## src/rtl/operand_mux_arb.sv

```systemverilog
// operand_mux_arb: registered N-channel operand selector with a
// valid/ready output slot, direct-select and round-robin capture modes.
module operand_mux_arb #(
    parameter int WIDTH = 16,
    parameter int N     = 6,
    parameter int SELW  = 3
) (
    input  logic                 clk,
    input  logic                 rst_n,
    input  logic [N*WIDTH-1:0]   in_data,
    input  logic [N-1:0]         in_req,
    input  logic                 mode,
    input  logic [SELW-1:0]      sel,
    input  logic                 load,
    output logic [N-1:0]         grant,
    output logic [WIDTH-1:0]     out_data,
    output logic [SELW-1:0]      out_chan,
    output logic                 out_valid,
    input  logic                 out_ready,
    output logic                 sel_err
);

    localparam logic [SELW:0]   NUM  = (SELW+1)'(N);
    localparam logic [SELW-1:0] LAST = SELW'(N-1);

    logic [WIDTH-1:0] out_data_q, out_data_d;
    logic [SELW-1:0]  out_chan_q, out_chan_d;
    logic             out_valid_q, out_valid_d;
    logic             sel_err_q, sel_err_d;
    logic [SELW-1:0]  ptr_q, ptr_d;

    logic             slot_free;
    logic             sel_ok;
    logic             found;
    logic [SELW-1:0]  win;
    logic [SELW:0]    idx;
    logic             cap_dir;
    logic             cap_rr;
    logic             cap;
    logic [SELW-1:0]  cap_chan;
    logic [WIDTH-1:0] mux_data;

    assign slot_free = !out_valid_q || out_ready;
    assign sel_ok    = ({1'b0, sel} < NUM);
    assign cap_dir   = !mode && load && slot_free;
    assign cap_rr    = mode && found && slot_free;
    assign cap       = cap_dir || cap_rr;
    assign cap_chan  = mode ? win : sel;

    // Round-robin scan: first requester at or after ptr, wrapping at N.
    always_comb begin
        found = 1'b0;
        win   = '0;
        idx   = '0;
        for (int k = 0; k < N; k++) begin
            idx = {1'b0, ptr_q} + (SELW+1)'(k);
            if (idx >= NUM) begin
                idx = idx - NUM;
            end
            if (!found && in_req[idx[SELW-1:0]]) begin
                found = 1'b1;
                win   = idx[SELW-1:0];
            end
        end
    end

    // Data mux keyed by channel index; an out-of-range code yields zero.
    always_comb begin
        mux_data = '0;
        for (int i = 0; i < N; i++) begin
            if (cap_chan == SELW'(i)) begin
                mux_data = in_data[i*WIDTH +: WIDTH];
            end
        end
    end

    // One-hot grant for the channel captured at this edge; never in reset.
    always_comb begin
        grant = '0;
        for (int i = 0; i < N; i++) begin
            grant[i] = rst_n && cap
                       && (cap_rr || sel_ok)
                       && (cap_chan == SELW'(i));
        end
    end

    // Next state of the output slot and the round-robin pointer.
    always_comb begin
        out_data_d  = out_data_q;
        out_chan_d  = out_chan_q;
        sel_err_d   = sel_err_q;
        out_valid_d = out_valid_q;
        ptr_d       = ptr_q;
        if (cap) begin
            out_data_d  = mux_data;
            out_chan_d  = cap_chan;
            sel_err_d   = cap_dir && !sel_ok;
            out_valid_d = 1'b1;
        end else if (out_ready) begin
            out_valid_d = 1'b0;
        end
        if (cap_rr) begin
            ptr_d = (win == LAST) ? '0 : win + 1'b1;
        end
    end

    // Output slot and pointer registers, synchronous active-low reset.
    always_ff @(posedge clk) begin
        if (!rst_n) begin
            out_data_q  <= '0;
            out_chan_q  <= '0;
            out_valid_q <= 1'b0;
            sel_err_q   <= 1'b0;
            ptr_q       <= '0;
        end else begin
            out_data_q  <= out_data_d;
            out_chan_q  <= out_chan_d;
            out_valid_q <= out_valid_d;
            sel_err_q   <= sel_err_d;
            ptr_q       <= ptr_d;
        end
    end

    assign out_data  = out_data_q;
    assign out_chan  = out_chan_q;
    assign out_valid = out_valid_q;
    assign sel_err   = sel_err_q;

endmodule

```

## config.mk

```make
export PLATFORM = sky130hd
export DESIGN_NAME = operand_mux_arb
export DESIGN_NICKNAME = d
export VERILOG_FILES = /design/src/rtl/operand_mux_arb.sv
export SDC_FILE = /design/constraint.sdc
export NUM_CORES = 1
export LEC_CHECK = 0
export ABC_CLOCK_PERIOD_IN_PS = 9550
export CAP_MARGIN = 20
export CORE_MARGIN = 2
export CORE_UTILIZATION = 40
export DETAILED_ROUTE_END_ITERATION = 8
export GPL_TIMING_DRIVEN = 0
export PLACE_DENSITY = 0.77
export SLEW_MARGIN = 20
export SYNTH_ARGS = -nofsm -noshare
export SYNTH_HDL_FRONTEND = slang
export SYNTH_SLANG_ARGS = --single-unit
```

## constraint.sdc

```tcl
create_clock -name clk -period 9.55 [get_ports clk]
set_input_delay 1.91 -clock clk [delete_from_list [all_inputs] [get_ports clk]]
set_output_delay 1.91 -clock clk [all_outputs]
set_load 0.02 [all_outputs]
```

==> flow_metrics.env <==
export IMPL_status="finished clean"
export IMPL_cts_max_level=1
export IMPL_fin_crit_ns=7.66
export IMPL_p_sw_share_pct=52.1
export IMPL_p_leak_nw=1.74
export IMPL_die_height_um=91.5
export IMPL_drv_slew=0
export IMPL_antenna_found_initial=0
export IMPL_slowest_stage="clkdlybuf4s50_1"
export IMPL_grt_met2_usage_pct=47.0
export IMPL_maxCapViolCount=0
export IMPL_seqCellArea_um2=480
export IMPL_ctsRootBufferMaster="clkbuf_8"
export IMPL_hold_buffers=0
export IMPL_cp_arrival_ns=5.75
export IMPL_initial_core_util_pct=41.8
export IMPL_required_ns=7.64
export IMPL_holdWs_ns=0.509
export IMPL_finalSetupTns_ns=0
export IMPL_p_sw_w=0.000752
export IMPL_grt_total_usage_pct=26.9
export IMPL_path_buf_inv=6
export IMPL_cts_setup_buffers=0
export IMPL_final_common_cell="clkdlybuf4s50_1"
export IMPL_routedWlPerCell_um=18.6
export IMPL_synth_nets=498
export IMPL_cts_num_sinks=24
export IMPL_num_rows=31
export IMPL_insertion_delay_ns=0.27
export IMPL_portBuffers=134
export IMPL_die_x_um=91.5
export IMPL_hpwlAfterDp_mm=9.49
export IMPL_synth_area_per_cell_um2=8.04
export IMPL_fillCellCount=660
export IMPL_boundaryPins=137
export IMPL_synth_cells=381
export IMPL_finalSetupViolCount=0
export IMPL_yosysWarnings=0
export IMPL_nNetsFinal=637
export IMPL_fin_skew_ns=0.00561
export IMPL_via_count=3660
export IMPL_final_cell_mix="clkdlybuf4s50_1 (134), nor2_1 (26), inv_1 (24), dfxtp_1 (24), a21oi_1 (23)"
export IMPL_cts_tree="done"
export IMPL_syn_area_um2=3060
export IMPL_worstPathCellList="clkdlybuf4s50_1, mux2i_1, mux2_2, o211ai_2, or2_1, clkbuf_2, o41a_1, buf_6, a221oi_4, buf_6, inv_1, nor3_1, clkdlybuf4s50_1"
export IMPL_worstMarginPinSlew_ns=0.675
export IMPL_dieArea_um2=8380
export IMPL_firstDrtPassIters=5
export IMPL_path_class="input pin to output pin"
export IMPL_rsz0062_at_grt="false"
export IMPL_endpoint_kind="output pin"
export IMPL_busiest_layer="met2"
export IMPL_grt_pass1_wl_mm=18.3
export IMPL_ir_worst_vdd_mv=0.137
export IMPL_path_delay_family="buffers and inverters"
export IMPL_clockBufferDepth=2
export IMPL_multiInputGateArea_um2=2280
export IMPL_met3_usage_pct=6.31
export IMPL_comb_power_share_pct=84.1
export IMPL_met1_usage_pct=33.9
export IMPL_synth_edf_count=0
export IMPL_gp_congestion=0.948
export IMPL_final_antenna_net_count=0
export IMPL_slew_limit_headroom_pct=54.4
export IMPL_clkPwrFrac_pct=5.0
export IMPL_clk_pin_slew_ns=0.08
export IMPL_hold_viol=0
export IMPL_drive_gt1_share_pct=11.6
export IMPL_seq_power_share_pct=11.0
export IMPL_power_density_nw_per_um2=315
export IMPL_cpPeakStageDelay_ns=0.67
export IMPL_drc_errors=0
export IMPL_synth_seq_cells=24
export IMPL_synthArstFlopShare_pct=0
export IMPL_layout_area_overhead_vs_synth_pct=49.6
export IMPL_post_route_period_util_pct=80.2
export IMPL_drt_wl_total_mm=11.5
export IMPL_crit_path_start_kind="input pin"
export IMPL_drt_iter0_markers=211
export IMPL_viasPerCell=5.92
export IMPL_synth_flop_cell="dfxtp_1"
export IMPL_cts_repair_resized=0
export IMPL_grt_ovfl_total=0
export IMPL_diodes=0
export IMPL_grt_pass1_vias=3653
export IMPL_ys_types=78
export IMPL_ys_seq_area_share_pct=15.7
export IMPL_cp_max_fo=10
export IMPL_cts_buffers=3
export IMPL_p_int_w=0.000690
export IMPL_fmax_mhz=131
export IMPL_grt_max_degree=14
export IMPL_hold_path_class="flop to flop"
export IMPL_core_area_um2=7330
## through the flow
step	total power (W)	instance area (um2)	setup WS, ns	std cells	util, %
after floorplan	0.00104	3060	3.13	381	-
after global placement	0.00133	4530	1.93	614	61.8
after detailed placement	0.00135	4530	1.87	614	61.8
after CTS	0.00143	4580	1.88	618	62.5
after global routing	0.00155	4580	1.69	618	62.5
final	0.00144	4580	1.89	618	62.5
## sequential cells by signal (all words and copies together), names as in the netlist
register   count
out_chan       3
out_data      16
out_valid      1
ptr_q          3
sel_err        1
## layout make-up
type | instances | area share [%]
multi-input combinational | 298 | 49.8
timing repair buffer | 134 | 29.3
sequential | 24 | 10.5
buffer | 34 | 4.53
tap | 99 | 2.70
inverter | 25 | 2.05
clock buffer | 4 | 1.20
## kinds of logic (layout without fill, tap and decap cells)
family / after synthesis / in the layout / synth area share, %
AO/OA/AOI/OAI: 152 / 152 / 39.4
adder cells (fa/ha/maj): 7 / 7 / 2.86
buffers and inverters: 59 / 197 / 9.84
multiplexers: 32 / 32 / 11.4
flip-flops: 24 / 24 / 15.7
AND/OR/NAND/NOR: 101 / 101 / 18.7
XOR/XNOR: 6 / 6 / 2.21
## final timing paths
kind,start,endpoint,slack (ns),depth (start not counted)
hold / removal,out_chan[2]$_SDFFE_PN0P_,out_chan[2]$_SDFFE_PN0P_,0.51,2
hold reg to reg,out_chan[2]$_SDFFE_PN0P_,out_chan[2]$_SDFFE_PN0P_,0.51,2
setup / recovery,in_req[2],grant[5],1.89,13
setup reg to reg,ptr_q[0]$_SDFFE_PN0P_,out_chan[0]$_SDFFE_PN0P_,5.24,17
## Yosys cell counts (4+ instances only)
library cell  number  area share (%)
and3_1             4            0.82
or3_1             18             3.7
nand2b_1           5             1.0
nand3_1            6            0.98
nor2_1            26             3.2
o21a_1            16             3.9
nor3_1             8             1.3
dfxtp_1           24              16
a211oi_1          20             4.9
o21ai_0           19             3.1
mux2_2             7             2.6
o311ai_0           4             1.1
buf_2             12             2.0
buf_6              7             2.6
a21oi_1           23             3.8
a32oi_1           16             4.6
o311ai_1          12             3.4
nor2b_1            4            0.82
ha_1               7             2.9
nand2_1           11             1.3
clkbuf_1           9             1.1
inv_1             24             2.9
mux2i_1           22             7.2
## worst min-delay path: cells and delay by family, from the launching register on
kind,cells,cell delay [ns]
simple gates,2,0.14
flops,1,0.32
## power groups by stage
stage / Combinational [W] / Clock [W] / Sequential (W)
2_1_floorplan: 0.000848 / 0 / 0.000188
3_3_place_gp: 0.00117 / 0 / 0.000159
3_5_place_dp: 0.00119 / 0 / 0.000159
4_1_cts: 0.00120 / 0.0000713 / 0.000158
5_1_grt: 0.00131 / 0.0000749 / 0.000162
6_report: 0.00121 / 0.0000716 / 0.000158
## layer usage
layer | wire length [um] | share of wire [%]
met1 | 4770 | 41
met2 | 5630 | 49
met3 | 964 | 8.4
met4 | 146 | 1.3
met5 | 0 | 0
Note: power is estimated with default switching activity, not from simulation.
